### config.mk
export PLATFORM = sky130hd
export DESIGN_NAME = exu_div
export DESIGN_NICKNAME = d
export VERILOG_FILES = /design/src/rtl/exu_div.sv
export SDC_FILE = /design/constraint.sdc
export NUM_CORES = 1
export LEC_CHECK = 0
export ABC_AREA = 0
export CORE_ASPECT_RATIO = 0.9
export CORE_MARGIN = 5
export CORE_UTILIZATION = 57
export CTS_CLUSTER_DIAMETER = 40
export DETAILED_ROUTE_END_ITERATION = 6
export DONT_BUFFER_PORTS = 1
export PLACE_DENSITY = 0.72
export SKIP_CTS_REPAIR_TIMING = 1
export SYNTH_ARGS = -nofsm -noshare
export SYNTH_HDL_FRONTEND = slang
export SYNTH_SLANG_ARGS = --single-unit
### constraint.sdc
create_clock -name clk -period 6 [get_ports clk]
set_clock_uncertainty 0.15 [all_clocks]
set_input_delay 0.6 -clock clk [delete_from_list [all_inputs] [get_ports clk]]
set_output_delay 0.6 -clock clk [all_outputs]
set_load 0.01 [all_outputs]
### src/rtl/exu_div.sv
// Iterative radix-2 restoring divider for RV32M DIV/DIVU/REM/REMU.
// One operation in flight; busy while iterating, single-cycle writeback pulse.
module exu_div #(
  parameter int unsigned XLEN                = 32,
  parameter int unsigned REG_FILE_ADDR_WIDTH = 5,
  parameter int unsigned TAG_WIDTH           = 8
) (
  input  logic                           clk,
  input  logic                           rst,
  input  logic                           pipe_flush,
  input  logic                           div_valid,
  input  logic                           div_rem,
  input  logic                           div_unsign,
  input  logic [XLEN-1:0]                div_rs1_data,
  input  logic [XLEN-1:0]                div_rs2_data,
  input  logic [REG_FILE_ADDR_WIDTH-1:0] div_rd_addr,
  input  logic [TAG_WIDTH-1:0]           div_instr_tag,
  output logic                           div_busy,
  output logic                           div_wb_valid,
  output logic [XLEN-1:0]                div_wb_data,
  output logic [REG_FILE_ADDR_WIDTH-1:0] div_wb_rd_addr,
  output logic [TAG_WIDTH-1:0]           div_wb_instr_tag
);

  localparam int unsigned CntW = $clog2(XLEN);
  localparam logic [XLEN-1:0] One    = XLEN'(1);
  localparam logic [XLEN-1:0] MinInt = {1'b1, {(XLEN-1){1'b0}}};
  localparam logic [CntW-1:0] LastCnt = CntW'(XLEN - 1);

  typedef enum logic [1:0] {StIdle, StCalc, StDone} state_e;

  state_e                         state_q;
  logic [CntW-1:0]                count_q;
  logic [XLEN-1:0]                r_q;
  logic [XLEN-1:0]                q_q;
  logic [XLEN-1:0]                dvsr_q;
  logic                           q_neg_q;
  logic                           r_neg_q;
  logic                           rem_q;
  logic [REG_FILE_ADDR_WIDTH-1:0] op_rd_q;
  logic [TAG_WIDTH-1:0]           op_tag_q;
  logic                           wb_valid_q;
  logic [XLEN-1:0]                wb_data_q;
  logic [REG_FILE_ADDR_WIDTH-1:0] wb_rd_q;
  logic [TAG_WIDTH-1:0]           wb_tag_q;

  logic            rs1_neg, rs2_neg, overflow;
  logic [XLEN-1:0] dvd_abs, dvs_abs;
  logic [XLEN:0]   trial;
  logic [XLEN-1:0] diff, r_nxt, q_nxt, quot_fin, rem_fin;
  logic            ge;

  always_comb begin
    rs1_neg  = ~div_unsign & div_rs1_data[XLEN-1];
    rs2_neg  = ~div_unsign & div_rs2_data[XLEN-1];
    dvd_abs  = rs1_neg ? (~div_rs1_data + One) : div_rs1_data;
    dvs_abs  = rs2_neg ? (~div_rs2_data + One) : div_rs2_data;
    overflow = ~div_unsign && (div_rs1_data == MinInt) && (div_rs2_data == '1);

    // One restoring step: shift next dividend bit into the partial remainder.
    trial    = {r_q, q_q[XLEN-1]};
    ge       = trial >= {1'b0, dvsr_q};
    diff     = trial[XLEN-1:0] - dvsr_q;
    r_nxt    = ge ? diff : trial[XLEN-1:0];
    q_nxt    = {q_q[XLEN-2:0], ge};
    quot_fin = q_neg_q ? (~q_nxt + One) : q_nxt;
    rem_fin  = r_neg_q ? (~r_nxt + One) : r_nxt;
  end

  always_ff @(posedge clk or posedge rst) begin
    if (rst) begin
      state_q    <= StIdle;
      count_q    <= '0;
      r_q        <= '0;
      q_q        <= '0;
      dvsr_q     <= '0;
      q_neg_q    <= 1'b0;
      r_neg_q    <= 1'b0;
      rem_q      <= 1'b0;
      op_rd_q    <= '0;
      op_tag_q   <= '0;
      wb_valid_q <= 1'b0;
      wb_data_q  <= '0;
      wb_rd_q    <= '0;
      wb_tag_q   <= '0;
    end else begin
      unique case (state_q)
        StIdle: begin
          wb_valid_q <= 1'b0;
          if (div_valid && !pipe_flush) begin
            rem_q    <= div_rem;
            op_rd_q  <= div_rd_addr;
            op_tag_q <= div_instr_tag;
            if (div_rs2_data == '0) begin
              state_q    <= StDone;
              wb_valid_q <= 1'b1;
              wb_data_q  <= div_rem ? div_rs1_data : '1;
              wb_rd_q    <= div_rd_addr;
              wb_tag_q   <= div_instr_tag;
            end else if (overflow) begin
              state_q    <= StDone;
              wb_valid_q <= 1'b1;
              wb_data_q  <= div_rem ? '0 : MinInt;
              wb_rd_q    <= div_rd_addr;
              wb_tag_q   <= div_instr_tag;
            end else begin
              state_q <= StCalc;
              count_q <= '0;
              r_q     <= '0;
              q_q     <= dvd_abs;
              dvsr_q  <= dvs_abs;
              q_neg_q <= rs1_neg ^ rs2_neg;
              r_neg_q <= rs1_neg;
            end
          end
        end
        StCalc: begin
          if (pipe_flush) begin
            state_q <= StIdle;
          end else begin
            r_q     <= r_nxt;
            q_q     <= q_nxt;
            count_q <= count_q + CntW'(1);
            if (count_q == LastCnt) begin
              state_q    <= StDone;
              wb_valid_q <= 1'b1;
              wb_data_q  <= rem_q ? rem_fin : quot_fin;
              wb_rd_q    <= op_rd_q;
              wb_tag_q   <= op_tag_q;
            end
          end
        end
        StDone: begin
          wb_valid_q <= 1'b0;
          state_q    <= StIdle;
        end
        default: begin
          wb_valid_q <= 1'b0;
          state_q    <= StIdle;
        end
      endcase
    end
  end

  assign div_busy         = (state_q == StCalc);
  // A flush landing in the writeback cycle squashes the pulse.
  assign div_wb_valid     = wb_valid_q & ~pipe_flush;
  assign div_wb_data      = wb_data_q;
  assign div_wb_rd_addr   = wb_rd_q;
  assign div_wb_instr_tag = wb_tag_q;

endmodule

==> flow_summary.ini <==
[sta]
rsz0062_at_grt = false
drv_slew = 0
tightestPinTransition_ps = 1258
max_freq_mhz = 187.9
fin_worst_hold_slack_ps = -48.90
setup_violations = 0
tns_ps = 0
post-route-period-util = 0.8871
hold_viol_final = 61
layout_min_cycle_time_ps = 5322
slew-limit-headroom = 0.1611

[finish]
fin_nets = 1716
fin_util = 0.6088
fill_cells = 1995
final_cells = 1904
drive_gt1_frac = 0.06476
synthToLayoutAreaGrowth_pct = 5.849
multi_input_area_mm2 = 0.008021
regArea_mm2 = 0.004129

[clock_tree]
clock-sinks = 165
clock_latency_ps = 450
cts_made_buffers = 17
cts.root.buffer_cell = clkbuf_16
path_clk_slew_ps = 80
clk_path_buf_depth = 2
cts_tree = done
cts_max_level = 4

[power_and_ir_drop]
total_power_mw = 3.749
power.share.switching = 0.4007
combPwrFrac = 0.326
pwr-share-clk = 0.310
ir_worst_vdd_v = 0.0001564
seq_power_share = 0.364
p_sw_mw = 1.502
power_leakage_nw = 5.665
p_per_area_mw_per_mm2 = 275.9
p_int_mw = 2.247

[hold_path]
worstHoldPathType = primary input to async pin

[logic_synthesis]
synthDistinctLibCells = 83
yosys_register_bits = 165
ys_async_sr_fraction = 1.000
synth_edf_count = 0
synth-warning-count = 0
synth.yosys.seq_area_share = 0.3217
syn_inst = 1656
synth_flop_cell = dfrtp_1
syn_avg_cell_area_um2 = 7.751
synth_fp_nets = 1779
synth.cell_area_mm2 = 0.01284

[critical_path]
arrival_ps = 5500
crit_path_end_kind = flip-flop
path_class = flip-flop to flip-flop
worstRegToRegCells = 17
start_kind = flip-flop
required_ps = 6180
rrSetupSlack_ps = 680
cp_max_fo = 12
r2r-end = div_wb_data[30]
r2r_start = r_q[8]
crit_start = r_q[8]

[floorplan]
core.rowCount = 52
start_util = 0.5752
core-area_mm2 = 0.02232
die_area_mm2 = 0.02562
die_w_um = 168.2
io-pin-count = 130
die_h_um = 152.4

[placement]
dpl.hpwl_mm = 30.12
io_buffers = 0
place_congestion = 0.9725
dp.cells = 1871

[detailed_routing]
drt-initial-drc-count = 1457
wl_mm = 40.75
viasPerCell = 6.470
wl_per_cell_um = 21.40
drt_first_pass_iters = 6
drt.antenna.violating_nets = 0
drc = 0
vias = 12320

[global_route]
overflow = 0
antenna_found_initial = 2
track_usage = 0.3132
grt_max_degree = 85
grt_pass1_vias = 11460
grt_pass1_wl_mm = 65.00

[outcome]
status = finished with violations
violations = negative hold slack

[job]
max_cap_violations = 0
[how the worst max path moves through the flow]
| stage | endpoint | slack [ps] |
|---|---|---|
| floorplan | count_q[0] | 790 |
| global placement | div_wb_data[30] | 960 |
| detailed placement | div_wb_data[30] | 840 |
| CTS | div_wb_data[30] | 800 |
| global route | div_wb_data[30] | 290 |
| finish | div_wb_data[30] | 680 |
[cells in the mapped netlist, types with 6 or more instances]
library cell / instances / area [µm²]
nand2_1: 218 / 818.3
inv_1: 68 / 255.2
buf_1: 9 / 33.78
dfrtp_1: 165 / 4129
buf_2: 19 / 95.09
o221ai_1: 6 / 52.55
clkbuf_1: 69 / 259.0
nor3_1: 54 / 270.3
o211ai_1: 17 / 127.6
o21ai_0: 187 / 935.9
nand4_1: 25 / 156.4
nor2_1: 146 / 548.0
or4_1: 10 / 75.07
nor4_1: 21 / 131.4
o21a_1: 9 / 67.56
a31oi_1: 27 / 168.9
xnor2_1: 63 / 551.8
or3_1: 15 / 93.84
mux2i_1: 21 / 210.2
a21o_1: 16 / 120.1
ha_1: 39 / 488.0
and3_1: 11 / 68.82
mux2_2: 21 / 236.5
nand2b_1: 13 / 81.33
nand3_1: 24 / 120.1
and2_1: 11 / 68.82
xor2_1: 70 / 613.1
a22o_1: 10 / 87.58
o31ai_1: 23 / 172.7
o22ai_1: 6 / 37.54
a21oi_1: 148 / 740.7
o41ai_1: 13 / 113.9
a211oi_1: 10 / 75.07
[layout by cell type, fill, tap and decap left out, types with 7 or more instances in the layout]
cell type	synthesis	final
nor3_1	54	54
mux2_2	21	21
nor2_1	146	146
o21a_1	9	9
o211ai_1	17	17
a211oi_1	10	10
nand2_1	218	218
nand3_1	24	24
o31ai_1	23	23
or4_1	10	10
buf_4	2	20
nor4_1	21	21
a22o_1	10	10
dfrtp_1	165	165
xnor2_1	63	63
o21ai_0	187	187
a21o_1	16	16
and3_1	11	11
mux2i_1	21	21
xor2_1	70	70
inv_1	68	66
and2_1	11	10
clkinv_8	0	7
clkbuf_16	0	17
a31oi_1	27	27
nand2b_1	13	13
o41ai_1	13	13
ha_1	39	39
or3_1	15	15
a21oi_1	148	148
nand4_1	25	25
[per-stage QoR]
stage,setup WS (ps),cell area [µm²]
2_1_floorplan,788.3,12840
3_3_place_gp,959.8,12960
3_5_place_dp,838.4,12960
4_1_cts,795.0,13580
5_1_grt,292.7,13580
6_report,677.7,13590
[sequential cells by signal, summed over array words and instances (netlist names)]
| register | cells |
|---|---|
| q_q | 32 |
| r_neg_q | 1 |
| rem_q | 1 |
| dvsr_q | 32 |
| op_rd_q | 5 |
| q_neg_q | 1 |
| op_tag_q | 8 |
| div_wb_rd_addr | 5 |
| r_q | 32 |
| wb_valid_q | 1 |
| count_q | 5 |
| state_q | 2 |
| div_wb_data | 32 |
| div_wb_instr_tag | 8 |
[power groups by stage]
stage	Sequential (mW)	Combinational (mW)	Clock (mW)
6_report	1.37	1.22	1.16
5_1_grt	1.38	1.34	1.22
4_1_cts	1.36	1.20	1.17
3_5_place_dp	1.38	1.19	0
3_3_place_gp	1.38	1.17	0
2_1_floorplan	1.33	0.937	0
[worst max-delay path, cell delays in order (launching register included)]
cell	delay, ps
dfrtp_1	450
ha_1	510
nand4_1	200
o22ai_1	430
a221oi_1	190
a211oi_2	460
or2_2	250
mux2i_1	300
ha_1	240
inv_1	70
a2111o_1	280
nor4_1	280
and3_1	220
a21oi_1	150
or2_2	360
o41ai_1	410
xor2_1	180
a21oi_1	80
[area by class of cell]
| class | count | area share |
|---|---|---|
| repair buffers | 21 | 0.01252 |
| clock inverters | 15 | 0.01464 |
| well taps | 297 | 0.02735 |
| clock buffers | 17 | 0.03131 |
| flip-flops and latches | 165 | 0.3039 |
| multi-input cells | 1318 | 0.5904 |
| inverters | 70 | 0.01971 |
| diodes | 1 | 0.0001842 |
[routing by layer]
layer | GRT usage | vias to the layer above | wire length, µm
met5 | 0 | - | 18
met4 | 0.08385 | 2 | 1082
met3 | 0.07263 | 79 | 3650
met2 | 0.4826 | 558 | 18300
met1 | 0.4458 | 5889 | 17700
li1 | - | 5790 | -
[kinds of logic (layout without fill, tap and decap cells)]
group	Yosys count	after routing	share of synthesized area
AO/OA/AOI/OAI	526	526	0.2501
XOR/XNOR	133	133	0.09075
adder cells (fa/ha/maj)	40	40	0.03958
buffers and inverters	173	123	0.05488
flip-flops	165	165	0.3217
multiplexers	42	42	0.03480
other	0	1	0
AND/OR/NAND/NOR	577	577	0.2082
Power figures use the tool's default switching activity.
